### src/rtl/tan_clenshaw_seq_pkg.sv
// Shared constants for the tan(x*pi/4) Clenshaw evaluator: default sizes,
// odd Chebyshev coefficients (scale 256), recurrence fraction bits and FSM states.
package tan_pkg;

    localparam int W_DEF      = 9;
    localparam int L_DEF      = 5;
    localparam int IW_DEF     = W_DEF + 3;

    // Fraction bits: /128 inside the recurrence, /256 for the final combine.
    localparam int FRAC_STEP  = 7;
    localparam int FRAC_FINAL = 8;

    // Series coefficients c0..c5, scale 256.
    localparam int TAN_COEF [0:L_DEF] = '{0, 240, 0, 15, 0, 1};

    typedef enum logic [1:0] {
        IDLE  = 2'd0,
        ITER  = 2'd1,
        FINAL = 2'd2
    } tan_state_e;

    // Coefficient lookup by term index; unused indices give zero.
    function automatic logic signed [IW_DEF-1:0] tan_coef(input logic [2:0] k);
        logic signed [IW_DEF-1:0] c;
        case (k)
            3'd0:    c = IW_DEF'(TAN_COEF[0]);
            3'd1:    c = IW_DEF'(TAN_COEF[1]);
            3'd2:    c = IW_DEF'(TAN_COEF[2]);
            3'd3:    c = IW_DEF'(TAN_COEF[3]);
            3'd4:    c = IW_DEF'(TAN_COEF[4]);
            3'd5:    c = IW_DEF'(TAN_COEF[5]);
            default: c = {IW_DEF{1'b0}};
        endcase
        return c;
    endfunction

endpackage

### src/rtl/tan_clenshaw_seq_if.sv
// Handshake bundle of the tan evaluator: valid/ready request with the angle,
// and a one-cycle result strobe with the registered tan value.
interface tan_clenshaw_seq_if #(parameter int W = tan_pkg::W_DEF);

    logic                in_valid;
    logic                in_ready;
    logic signed [W-1:0] x_in;
    logic                out_valid;
    logic signed [W:0]   f_out;

    // Source side: issues angles and collects results.
    modport master (
        output in_valid,
        output x_in,
        input  in_ready,
        input  out_valid,
        input  f_out
    );

    // Evaluator side.
    modport slave (
        input  in_valid,
        input  x_in,
        output in_ready,
        output out_valid,
        output f_out
    );

endinterface

### src/rtl/tan_clenshaw_seq_clenshaw_step.sv
// One Clenshaw step: d_out = (x*d_next)/2^F - d_next2 + coef, with F = 7 for
// the recurrence and F = 8 for the final combine. Division truncates toward
// zero (signed "/"), which is not the same as an arithmetic shift for
// negative products.
module clenshaw_step
    import tan_pkg::*;
#(
    parameter int W  = W_DEF,
    parameter int IW = IW_DEF
) (
    input  logic signed [W-1:0]  x,
    input  logic signed [IW-1:0] d_next,
    input  logic signed [IW-1:0] d_next2,
    input  logic signed [IW-1:0] coef,
    input  logic                 sel_final,
    output logic signed [IW-1:0] d_out
);

    localparam int PW = W + IW;
    localparam logic signed [PW-1:0] DIV_STEP  = PW'(64'sd1 <<< FRAC_STEP);
    localparam logic signed [PW-1:0] DIV_FINAL = PW'(64'sd1 <<< FRAC_FINAL);

    logic signed [PW-1:0] prod_s;
    logic signed [PW-1:0] quo_s;

    assign prod_s = PW'(x) * PW'(d_next);

    // Scale the full-width product by the step or final fraction.
    always_comb begin
        quo_s = {PW{1'b0}};
        if (sel_final) begin
            quo_s = prod_s / DIV_FINAL;
        end else begin
            quo_s = prod_s / DIV_STEP;
        end
    end

    assign d_out = IW'(quo_s - PW'(d_next2) + PW'(coef));

endmodule

### src/rtl/tan_clenshaw_seq.sv
// tan(x*pi/4) via a truncated odd Chebyshev series evaluated with Clenshaw's
// recurrence, one term per clock on a single shared step unit.
// Optional debug taps (dbg_d, dbg_k) are present when TAN_DBG_EN is defined.
module tan_clenshaw_seq
    import tan_pkg::*;
#(
    parameter int W  = W_DEF,
    parameter int L  = L_DEF,
    parameter int IW = W + 3
) (
    input  logic                 clk,
    input  logic                 reset,
    tan_clenshaw_seq_if.slave    bus
`ifdef TAN_DBG_EN
    ,
    output logic signed [IW-1:0] dbg_d,
    output logic [2:0]           dbg_k
`endif
);

    tan_state_e           state_r;
    logic [2:0]           k_r;
    logic signed [W-1:0]  x_r;
    logic signed [IW-1:0] d1_r;      // d[k+1]
    logic signed [IW-1:0] d2_r;      // d[k+2]
    logic                 in_ready_r;
    logic                 out_valid_r;
    logic signed [W:0]    f_out_r;

    logic signed [IW-1:0] coef_s;
    logic signed [IW-1:0] step_d_s;
    logic                 sel_final_s;

    // k is 0 in FINAL, where c0 = 0 makes the final combine coefficient-free.
    assign coef_s      = IW'(tan_coef(k_r));
    assign sel_final_s = (state_r == FINAL);

    clenshaw_step #(
        .W  (W),
        .IW (IW)
    ) u_step (
        .x         (x_r),
        .d_next    (d1_r),
        .d_next2   (d2_r),
        .coef      (coef_s),
        .sel_final (sel_final_s),
        .d_out     (step_d_s)
    );

    // Sequencer: accept an angle, run L recurrence steps, then the final combine.
    always_ff @(posedge clk) begin
        if (reset) begin
            state_r     <= IDLE;
            k_r         <= 3'd0;
            x_r         <= {W{1'b0}};
            d1_r        <= {IW{1'b0}};
            d2_r        <= {IW{1'b0}};
            in_ready_r  <= 1'b1;
            out_valid_r <= 1'b0;
            f_out_r     <= {(W+1){1'b0}};
        end else begin
            out_valid_r <= 1'b0;
            case (state_r)
                IDLE: begin
                    if (bus.in_valid) begin
                        x_r        <= bus.x_in;
                        k_r        <= 3'(L);
                        d1_r       <= {IW{1'b0}};
                        d2_r       <= {IW{1'b0}};
                        in_ready_r <= 1'b0;
                        state_r    <= ITER;
                    end
                end
                ITER: begin
                    d2_r <= d1_r;
                    d1_r <= step_d_s;
                    k_r  <= k_r - 3'd1;
                    if (k_r == 3'd1) begin
                        state_r <= FINAL;
                    end
                end
                FINAL: begin
                    f_out_r     <= step_d_s[W:0];
                    out_valid_r <= 1'b1;
                    in_ready_r  <= 1'b1;
                    state_r     <= IDLE;
                end
                default: begin
                    state_r    <= IDLE;
                    in_ready_r <= 1'b1;
                    k_r        <= 3'd0;
                end
            endcase
        end
    end

    assign bus.in_ready  = in_ready_r;
    assign bus.out_valid = out_valid_r;
    assign bus.f_out     = f_out_r;

`ifdef TAN_DBG_EN
    // Expose the term being registered this cycle and its index; zero when idle.
    always_comb begin
        dbg_d = {IW{1'b0}};
        dbg_k = 3'd0;
        if (state_r == IDLE) begin
            dbg_d = {IW{1'b0}};
            dbg_k = 3'd0;
        end else begin
            dbg_d = step_d_s;
            dbg_k = k_r;
        end
    end
`endif

endmodule

### src/flat_wrapper.sv
// flat-port wrapper written by rule: the top's interface ports become plain ports
module tan_clenshaw_seq_flat import tan_pkg::*;
#(
    parameter int W  = W_DEF,
    parameter int L  = L_DEF,
    parameter int IW = W + 3
)
  (clk, reset, bus_in_valid, bus_x_in, bus_in_ready, bus_out_valid, bus_f_out);
  tan_clenshaw_seq_if #(.W(W)) bus_i ();
  input  logic clk;
  input  logic reset;
  input wire logic [$bits(bus_i.in_valid)-1:0] bus_in_valid;
  input wire logic [$bits(bus_i.x_in)-1:0] bus_x_in;
  output wire logic [$bits(bus_i.in_ready)-1:0] bus_in_ready;
  output wire logic [$bits(bus_i.out_valid)-1:0] bus_out_valid;
  output wire logic [$bits(bus_i.f_out)-1:0] bus_f_out;
  assign bus_i.in_valid = bus_in_valid;
  assign bus_i.x_in = bus_x_in;
  assign bus_in_ready = bus_i.in_ready;
  assign bus_out_valid = bus_i.out_valid;
  assign bus_f_out = bus_i.f_out;
  tan_clenshaw_seq #(.W(W), .L(L), .IW(IW)) u_core (.clk(clk), .reset(reset), .bus(bus_i));
endmodule
### config.mk
export PLATFORM = sky130hd
export DESIGN_NAME = tan_clenshaw_seq_flat
export DESIGN_NICKNAME = d
export VERILOG_FILES = /design/src/rtl/tan_clenshaw_seq_pkg.sv /design/src/rtl/tan_clenshaw_seq_if.sv /design/src/rtl/tan_clenshaw_seq_clenshaw_step.sv /design/src/rtl/tan_clenshaw_seq.sv /design/src/flat_wrapper.sv
export SDC_FILE = /design/constraint.sdc
export NUM_CORES = 1
export LEC_CHECK = 0
export ABC_AREA = 1
export CORE_MARGIN = 3
export CORE_UTILIZATION = 40
export CTS_CLUSTER_DIAMETER = 30
export DETAILED_ROUTE_END_ITERATION = 7
export PLACE_DENSITY_LB_ADDON = 0.08
export SYNTH_ARGS = -nofsm -noshare
export SYNTH_HDL_FRONTEND = slang
export SYNTH_SLANG_ARGS = --single-unit
### constraint.sdc
create_clock -name clk -period 8.48 [get_ports clk]
set_input_delay 1.272 -clock clk [delete_from_list [all_inputs] [get_ports clk]]
set_output_delay 1.272 -clock clk [all_outputs]
set_load 0.01 [all_outputs]
# == Word-level counts from Yosys, hierarchy flattened ==
# Cells that the tools add are included.
# op_classes
n_bitwise,4
n_eq_ne,7
add_sub_neg,5
n_reduce_logical,9
mux,13
multipliers,1
# ops
op,n
12-bit case mux with 2 select lines,2
12-bit by 1-bit adder with 12-bit output,2
12-bit two-way mux,2
8-bit case mux with 3 select lines,1
9-bit by 12-bit multiplier with 21-bit output,1
12-bit adder,1
12-bit subtractor,1
2-bit AND reduction,5
3-bit case mux with 3 select lines,1
8-bit OR reduction,1
7-bit OR reduction,1
2-bit two-way mux,2
2-bit case mux with 2 select lines,1
3-bit by 1-bit == test with 1-bit output (second input constant),1
3-bit by 2-bit == test with 1-bit output (second input constant),1
3-bit == test (second input constant),1
3-bit two-way mux,1
3-bit by 1-bit subtractor with 3-bit output (second input constant),1
1-bit AND,2
2-bit by 1-bit == test with 1-bit output (second input constant),1
2-bit == test (second input constant),1
2-bit logical NOT,1
1-bit two-way mux,2
2-bit by 1-bit inequality test with 1-bit output (second input constant),1
4 further kinds,5
# word_totals
register_bits,50
output_inout_bits,12
inputBits,12

# == Longest topological paths before layout ==
# Gate-level depths: netlist of the first run.
# depth
ltp_word,8
mapped_depth,48
depth_no_buf,47

# == Cells and area by module ==
# A second synthesis of the first run with hierarchy kept.
# hier_totals
hier_cells,1023
area_unflattened_um2,7549.7
# modules_own_cells
mod,area_each_um2,n_inst,cells_each
clenshaw_step,5625.4,1,801
tan_clenshaw_seq,1924.3,1,222

# == Worst setup path after synthesis of the first run ==
# No wires, ideal clock.
# synth_path
kind,flip-flop to flip-flop
start,reg u_core.d1_r[11]
end,reg u_core.d1_r[11]
t_arrival_ps,7701
setup_time_ps,67
stages_incl_launch_ff,49
path_buffers,1
slack_ps,711
path_cell_list,dfxtp_1 -> clkbuf_1 -> nand2_1 -> inv_1 -> fa_1 -> inv_1 -> fa_1 -> inv_1 -> fa_1 -> inv_1 -> fa_1 -> inv_1 -> ha_1 -> ha_1 -> nand2_1 -> inv_1 -> nand2_1 -> nor3_1 -> (+13 left out) -> xor2_1 -> nand2_1 -> o21ai_0 -> fa_1 -> ha_1 -> nand2_1 -> nor3_1 -> nand2_1 -> nand2_1 -> nand2_1 -> nor2_1 -> nand3_1 -> nand2_1 -> xor2_1 -> inv_1 -> nand3_1 -> nand3_1 -> a21oi_2
# synth_via
elab_chain_cells,7
elab_cells_between_ends,9
# synth_lines
item,line,source
start: declaration,tan_clenshaw_seq.sv:24,logic signed [IW-1:0] d1_r;
start signal: assignment,tan_clenshaw_seq.sv:56,d1_r <= {IW{1'b0}};
start signal: assignment,tan_clenshaw_seq.sv:68,d1_r <= {IW{1'b0}};
start signal: assignment,tan_clenshaw_seq.sv:76,d1_r <= step_d_s;
9-bit by 12-bit multiplier with 21-bit output *,tan_clenshaw_seq_clenshaw_step.sv:26,assign prod_s = PW'(x) * PW'(d_next);
1-bit AND (no source line),--,
12-bit by 1-bit adder with 12-bit output (no source line),--,
12-bit two-way mux *,tan_clenshaw_seq_clenshaw_step.sv:31,if (sel_final) begin
12-bit subtractor *,tan_clenshaw_seq_clenshaw_step.sv:38,assign d_out = IW'(quo_s - PW'(d_next2) + PW'(coef));
12-bit adder *,tan_clenshaw_seq_clenshaw_step.sv:38,
12-bit case mux with 2 select lines *,tan_clenshaw_seq.sv:63,case (state_r)
# Mark *: on every way between the ends. The rest lies on a longest branch, timed or not.
# A chain may end at the register's enable or synchronous reset.

# == Final worst setup path of the first run ==
# Ends and elaborated chain as after synthesis.

==> results of run 1 <==
## per-layer routing
layer	GRT usage	wire [um]
met1	0.2777	9148
met2	0.3260	9174
met3	0.01243	416
met4	0.01901	106
met5	0	0
## registers in the layout, indices dropped and copies added, names as in the netlist
name	count
u_core.bus.f_out	10
u_core.state_r	2
u_core.d2_r	12
u_core.bus.out_valid	1
u_core.d1_r	12
u_core.bus.in_ready	1
u_core.x_r	9
u_core.k_r	3
## critical path: cells and delay by family (launching register included)
family / cells / cell delay, ns
AO/OA/AOI/OAI: 5 / 0.49
XOR/XNOR: 3 / 0.63
adder cells (fa/ha/maj): 10 / 4.07
buffers and inverters: 8 / 0.74
flip-flops: 1 / 0.36
AND/OR/NAND/NOR: 17 / 1.52
## worst min-delay path by stage
stage                        start                   to  slack (ns)  cells after the start
6_report       u_core.bus.in_ready  u_core.bus.in_ready        0.49                      2
5_1_grt        u_core.bus.in_ready  u_core.bus.in_ready        0.51                      2
4_1_cts        u_core.bus.in_ready  u_core.bus.in_ready        0.49                      2
3_5_place_dp   u_core.bus.in_ready  u_core.bus.in_ready        0.47                      2
3_3_place_gp   u_core.bus.in_ready  u_core.bus.in_ready        0.47                      2
2_1_floorplan      u_core.d2_r[10]      u_core.d2_r[10]        0.45                      2
## kinds of logic after synthesis
family / count (synthesis)
AOI/OAI and AO/OA: 103
DFF: 50
xor gates and xnor gates: 29
buffers and inverters: 266
adders and majority gates: 165
and+or+nand+nor: 400
## layout make-up
class	count	area, sq um	share of cell area
clock buffer	5	125.1	0.01502
tap	229	286.5	0.03440
sequential	50	1022	0.1227
multi-input combinational	697	5535	0.6646
inverter	229	863.3	0.1037
timing repair buffer	55	483.0	0.05798
clock inverter	2	13.76	0.001652
## cell usage after synthesis (2+ instances only)
cell and instances:
o21ai_1 3, nand3_2 6, nand3_1 39, inv_2 5
buf_4 2, a21oi_2 3, nand3b_2 2, nand3b_1 2
dfxtp_1 50, a21oi_1 41, nor3_1 5, nand4_1 10
nand2_2 12, o22ai_1 3, xnor2_1 10, o21ai_0 33
nand2_4 7, o21bai_1 2, nor2_1 78, a22oi_1 11
nand2_1 228, fa_1 99, clkbuf_1 33, ha_1 66
xor2_1 19, inv_1 223, nor2_2 4, nor2_4 4
## layout by cell type (no fill, tap or decap), types with 7 or more instances in the layout
master           Yosys  routed
xnor2_1             10      10
a22oi_1             11      11
clkdlybuf4s50_1      0      23
nor2_1              78      74
dfxtp_1             50      37
ha_1                66      57
inv_1              223     222
nand3_1             39      39
o21ai_0             33      30
nand2_4              7       7
nand2_1            228     225
xor2_1              19      19
dfxtp_2              0      11
nand4_1             10      10
nand2_2             12      15
a21oi_1             41      39
fa_1                99      97
buf_4                2      31
nor2_2               4       7
## power by group
part | switching (W) | internal [W] | leakage (nW) | total (W)
sequential | 0.0000636 | 0.000276 | 0.413 | 0.000340
clock | 0.0000875 | 0.000108 | 0.0701 | 0.000196
combinational | 0.00170 | 0.00106 | 4.11 | 0.00276
## what timing repair did
action / 4_1_cts / 5_1_grt
hold buffers: 0 / 0
gates resized for setup: 0 / 43
setup endpoints to repair: 0 / 10
buffers inserted: 0 / 4
## metrics by stage
stage,cell area (sq um),utilization,power (W)
3_5_place_dp,8021,0.4435,0.003023
4_1_cts,8160,0.4512,0.003241
6_report,8329,0.4605,0.003297
3_3_place_gp,8021,0.4435,0.003038
2_1_floorplan,7438,-,0.002310
5_1_grt,8329,0.4605,0.003727
==> run metrics, run 1 <==
IR Drop Worst-Case VDD=a little over 300 uV; Seq/Total Area, Yosys=0.1346; outcome=completed; Slew headroom=0.3598; EDFF count, synth=0; Post-Synth Adder-Cell Area=0.3775; placed instance count=roughly 1300; crit path capture=u_core.d1_r[11]; final count of hold timing violations=0; die area=roughly 20000 sq um; largest net degree at the start of global routing=31; Worst setup EP type=flop; Core Area=roughly 18000 sq um; setup violators final=0; antenna cells=0; root buffer cell=clkbuf_16; Layout fillers=about 1900; # DRC=0; Max Fclk=~130 MHz; Tcrit/Tclk final=0.9270; cts bufs inserted=5; multiplexer share of the synthesized area=0; Netlist cell types=~40; Mapped Cells=~1000; post-synthesis simple-gate area fraction=0.2400; clock latency on the worst-skew pair=approximately 0.28 ns; Layout area overhead=11.98%; Max Slew Vio Count=0; Synth Warn #=0; startpoint types=flop; hold crit path type=flop to flop; row count=49; initial antenna violation count=0; worst slack, placed=approximately 0.2 ns; CP max-delay cell=fa_2; largest family of logic cells by synthesized area=adder cells; vias per cell=approximately 4.8; crit-path max cell delay=roughly 0.57 ns; hpwl dp=16.07 mm; H-tree Lvls=2; starting density of the core=0.4113; final hold slack=about 0.5 ns; Setup CP Type=flop to flop; Die W=around 140 um; most frequent cell on the critical path=nand2_1; Post-Synth XOR/XNOR Area=0.03415; r2r startpoint=u_core.d1_r[11]; Final WS setup=0.6189 ns; compound-gate portion of the synthesized area=0.07839; Worst Max-Slew Pin Slew=around 0.96 ns; setup TNS=0 ns; Crit Path Max Fanout=7; RR Endpoint=u_core.d1_r[11]; Yosys top cell by area=fa_1; final non-filler cell total=1267; Routed Antenna Nets=0; max_cap viols=0; Final nets=~1200; power per cell area=roughly 400 nW/um^2; Num Clock Sinks=50; GP Congestion=0.8854; Post-Syn Area=about 7400 sq um; vias in the first global route=around 6000; clock skew=0.005710 ns; Synth Net Count=between 1000 and 1500; WL final=approximately 19 mm; wire per inst=~15 um; standby leakage power=roughly 4.6 nW; routed via count=between 6000 and 7000; Crit path arrival time=approximately 8 ns; Ports=24; Avg Inst Size Synth=about 7.3 sq um; CTS max path bufs=2; reg2reg path depth=43; total track usage=0.1911; Final min period=just under 8 ns; Primary FF master, synth=dfxtp_1; Port Buffers=23; R2R setup slack=roughly 0.62 ns; crit path from=u_core.d1_r[11]; gr ovfl total=0; top cell type's share of synthesized area=0.2664; initial drt markers=between 200 and 300; drt pass-1 iters=5; Req. time, crit path=approximately 8.7 ns; flops & latches, synth=50; DIE HEIGHT=142.4 um; share of cells above drive strength 1=0.1166; Worst-path clk slew=approximately 0.07 ns; Synth async-reset ratio=0; Synth area leaders=fa_1 27%, dfxtp_1 13%, nand2_1 12%; TritonCTS clock tree=yes; first-pass GRT wire length=a little over 30 mm
Power figures use the tool's default switching activity.
==> inputs of run 2 (changes only) <==
Settings changed: SLEW_MARGIN from default to 20, TNS_END_PERCENT from default to 100.
==> results of run 2 <==
No change in the layout: final DEF, timing and power equal those of run 1.
==> inputs of run 3 (changes only) <==
Settings changed: CORE_MARGIN 3 to default, GPL_ROUTABILITY_DRIVEN from default to 0.
==> run 3 against run 2 <==
Sequential power is essentially flat. Routed wire length up 0.70%. Register-to-register slack worse by 0.04 ns. Final cell count is the same. Critical path type unchanged. Critical endpoint unchanged. Highest routed layer unchanged.
==> run metrics, run 3 (synthesized netlist as in run 1, its figures left out) <==
gr ovfl total=0; total track usage=0.2044; Crit Path Max Fanout=7; initial drt markers=289; setup TNS=0 ns; cts hold-fix bufs=0; die area=between 15000 and 20000 sq um; WL final=between 15 and 20 mm; final count of hold timing violations=0; standby leakage power=~4.6 nW; row count=49; placed instance count=1256; IR Drop Worst-Case VDD=~380 uV; Core Area=around 18000 sq um; DIE HEIGHT=138.4 um; most frequent cell on the critical path=nand2_1; power per cell area=~400 nW/um^2; max_cap viols=0; Ports=24; drt pass-1 iters=5; Layout fillers=1859; wire per inst=14.98 um; vias in the first global route=slightly below 6000; Tcrit/Tclk final=0.9323; Setup CP Type=flop to flop; Num Clock Sinks=50; clock skew=0.01061 ns; routed via count=between 6000 and 7000; most frequent cells in the layout=228 x nand2_1, 222 x inv_1, 97 x fa_1, 74 x nor2_1, 61 x ha_1; Worst Max-Slew Pin Slew=0.9892 ns; area of the multi-input gates=~5500 sq um; CP max-delay cell=fa_1; share of cells above drive strength 1=0.1050; root buffer cell=clkbuf_16; first-pass GRT wire length=between 30 and 40 mm; Max Fclk=about 130 MHz; dpl cell area=approximately 8000 sq um; Routed Antenna Nets=0; Worst-path clk slew=0.07 ns; Port Buffers=23; CTS max path bufs=2; Final min period=between 7 and 8 ns; Max Slew Vio Count=0; hold crit path type=flop to flop; hpwl dp=16.01 mm; Layout area overhead=11.89%; starting density of the core=0.4113; crit-path max cell delay=0.51 ns; Crit path arrival time=just over 8 ns; final instance area=roughly 8300 sq um; commonest non-fill, non-tap cell in the layout=nand2_1; Reg area=1022 sq um; Worst setup EP type=flop; final non-filler cell total=1267; Slew headroom=0.3398; startpoint types=flop; largest net degree at the start of global routing=31; Final nets=~1200; clock latency on the worst-skew pair=between 0.2 and 0.3 ns; # DRC=0; family with the most delay on the worst path=adder cells; vias per cell=between 4 and 5; outcome=completed; Die W=between 100 and 150 um; H-tree Lvls=2; antenna cells=0; setup violators final=0; Req. time, crit path=between 8 and 9 ns; CP Buf/Inv Count=3; post-layout util=0.4602; TritonCTS clock tree=yes; cts bufs inserted=5; initial antenna violation count=0
==> run 3: area by class of cell <==
| class | instances | area share |
|---|---|---|
| tap | 229 | 0.03443 |
| multi-input combinational | 697 | 0.6606 |
| sequential | 50 | 0.1228 |
| timing repair buffer | 54 | 0.05713 |
| clock buffer | 6 | 0.01669 |
| clock inverter | 2 | 0.004660 |
| inverter | 229 | 0.1037 |
==> run 3: worst paths after layout <==
kind | start | end | slack (ns) | cells after the start
setup / recovery | u_core.x_r[8] | u_core.d1_r[11] | 0.57 | 40
hold / removal | u_core.bus.in_ready | u_core.bus.in_ready | 0.48 | 2
setup reg to reg | u_core.x_r[8] | u_core.d1_r[11] | 0.57 | 40
hold reg to reg | u_core.bus.in_ready | u_core.bus.in_ready | 0.48 | 2
==> run 3: routing by layer <==
metal,vias to the layer above,GRT usage,part of all wire
met1,2941,0.2914,0.48
met4,0,0.02070,0.0031
met3,6,0.01247,0.028
met5,-,0,0
met2,88,0.3516,0.49
li1,3100,-,-
==> run 3: tightest hold or removal path: stages (launching register included) <==
cell and delay [ns]:
dfxtp_1 0.34, o21ai_0 0.07, nand2_1 0.05
==> run 3: timing repair <==
action / CTS / global route
setup endpoints to repair: 0 / 9
setup buffers: 0 / 3
gates resized for setup: 0 / 31
==> run 3: metrics by stage <==
step | hold slack (ns) | power [W] | setup slack [ns]
3_3_place_gp | 0.4762 | 0.003039 | 0.2863
5_1_grt | 0.5087 | 0.003732 | -0.02210
6_report | 0.4848 | 0.003331 | 0.5743
2_1_floorplan | 0.4531 | 0.002310 | 0.7115
4_1_cts | 0.4906 | 0.003284 | 0.1216
3_5_place_dp | 0.4742 | 0.003019 | 0.1748
==> run 3: power by group <==
| group | switching [W] | total [W] | internal (W) | leakage [nW] |
|---|---|---|---|---|
| Combinational | 0.00170 | 0.00275 | 0.00105 | 4.12 |
| Sequential | 0.0000639 | 0.000340 | 0.000276 | 0.413 |
| Clock | 0.0000949 | 0.000243 | 0.000149 | 0.0875 |
| Total | 0.00186 | 0.00333 | 0.00147 | 4.62 |
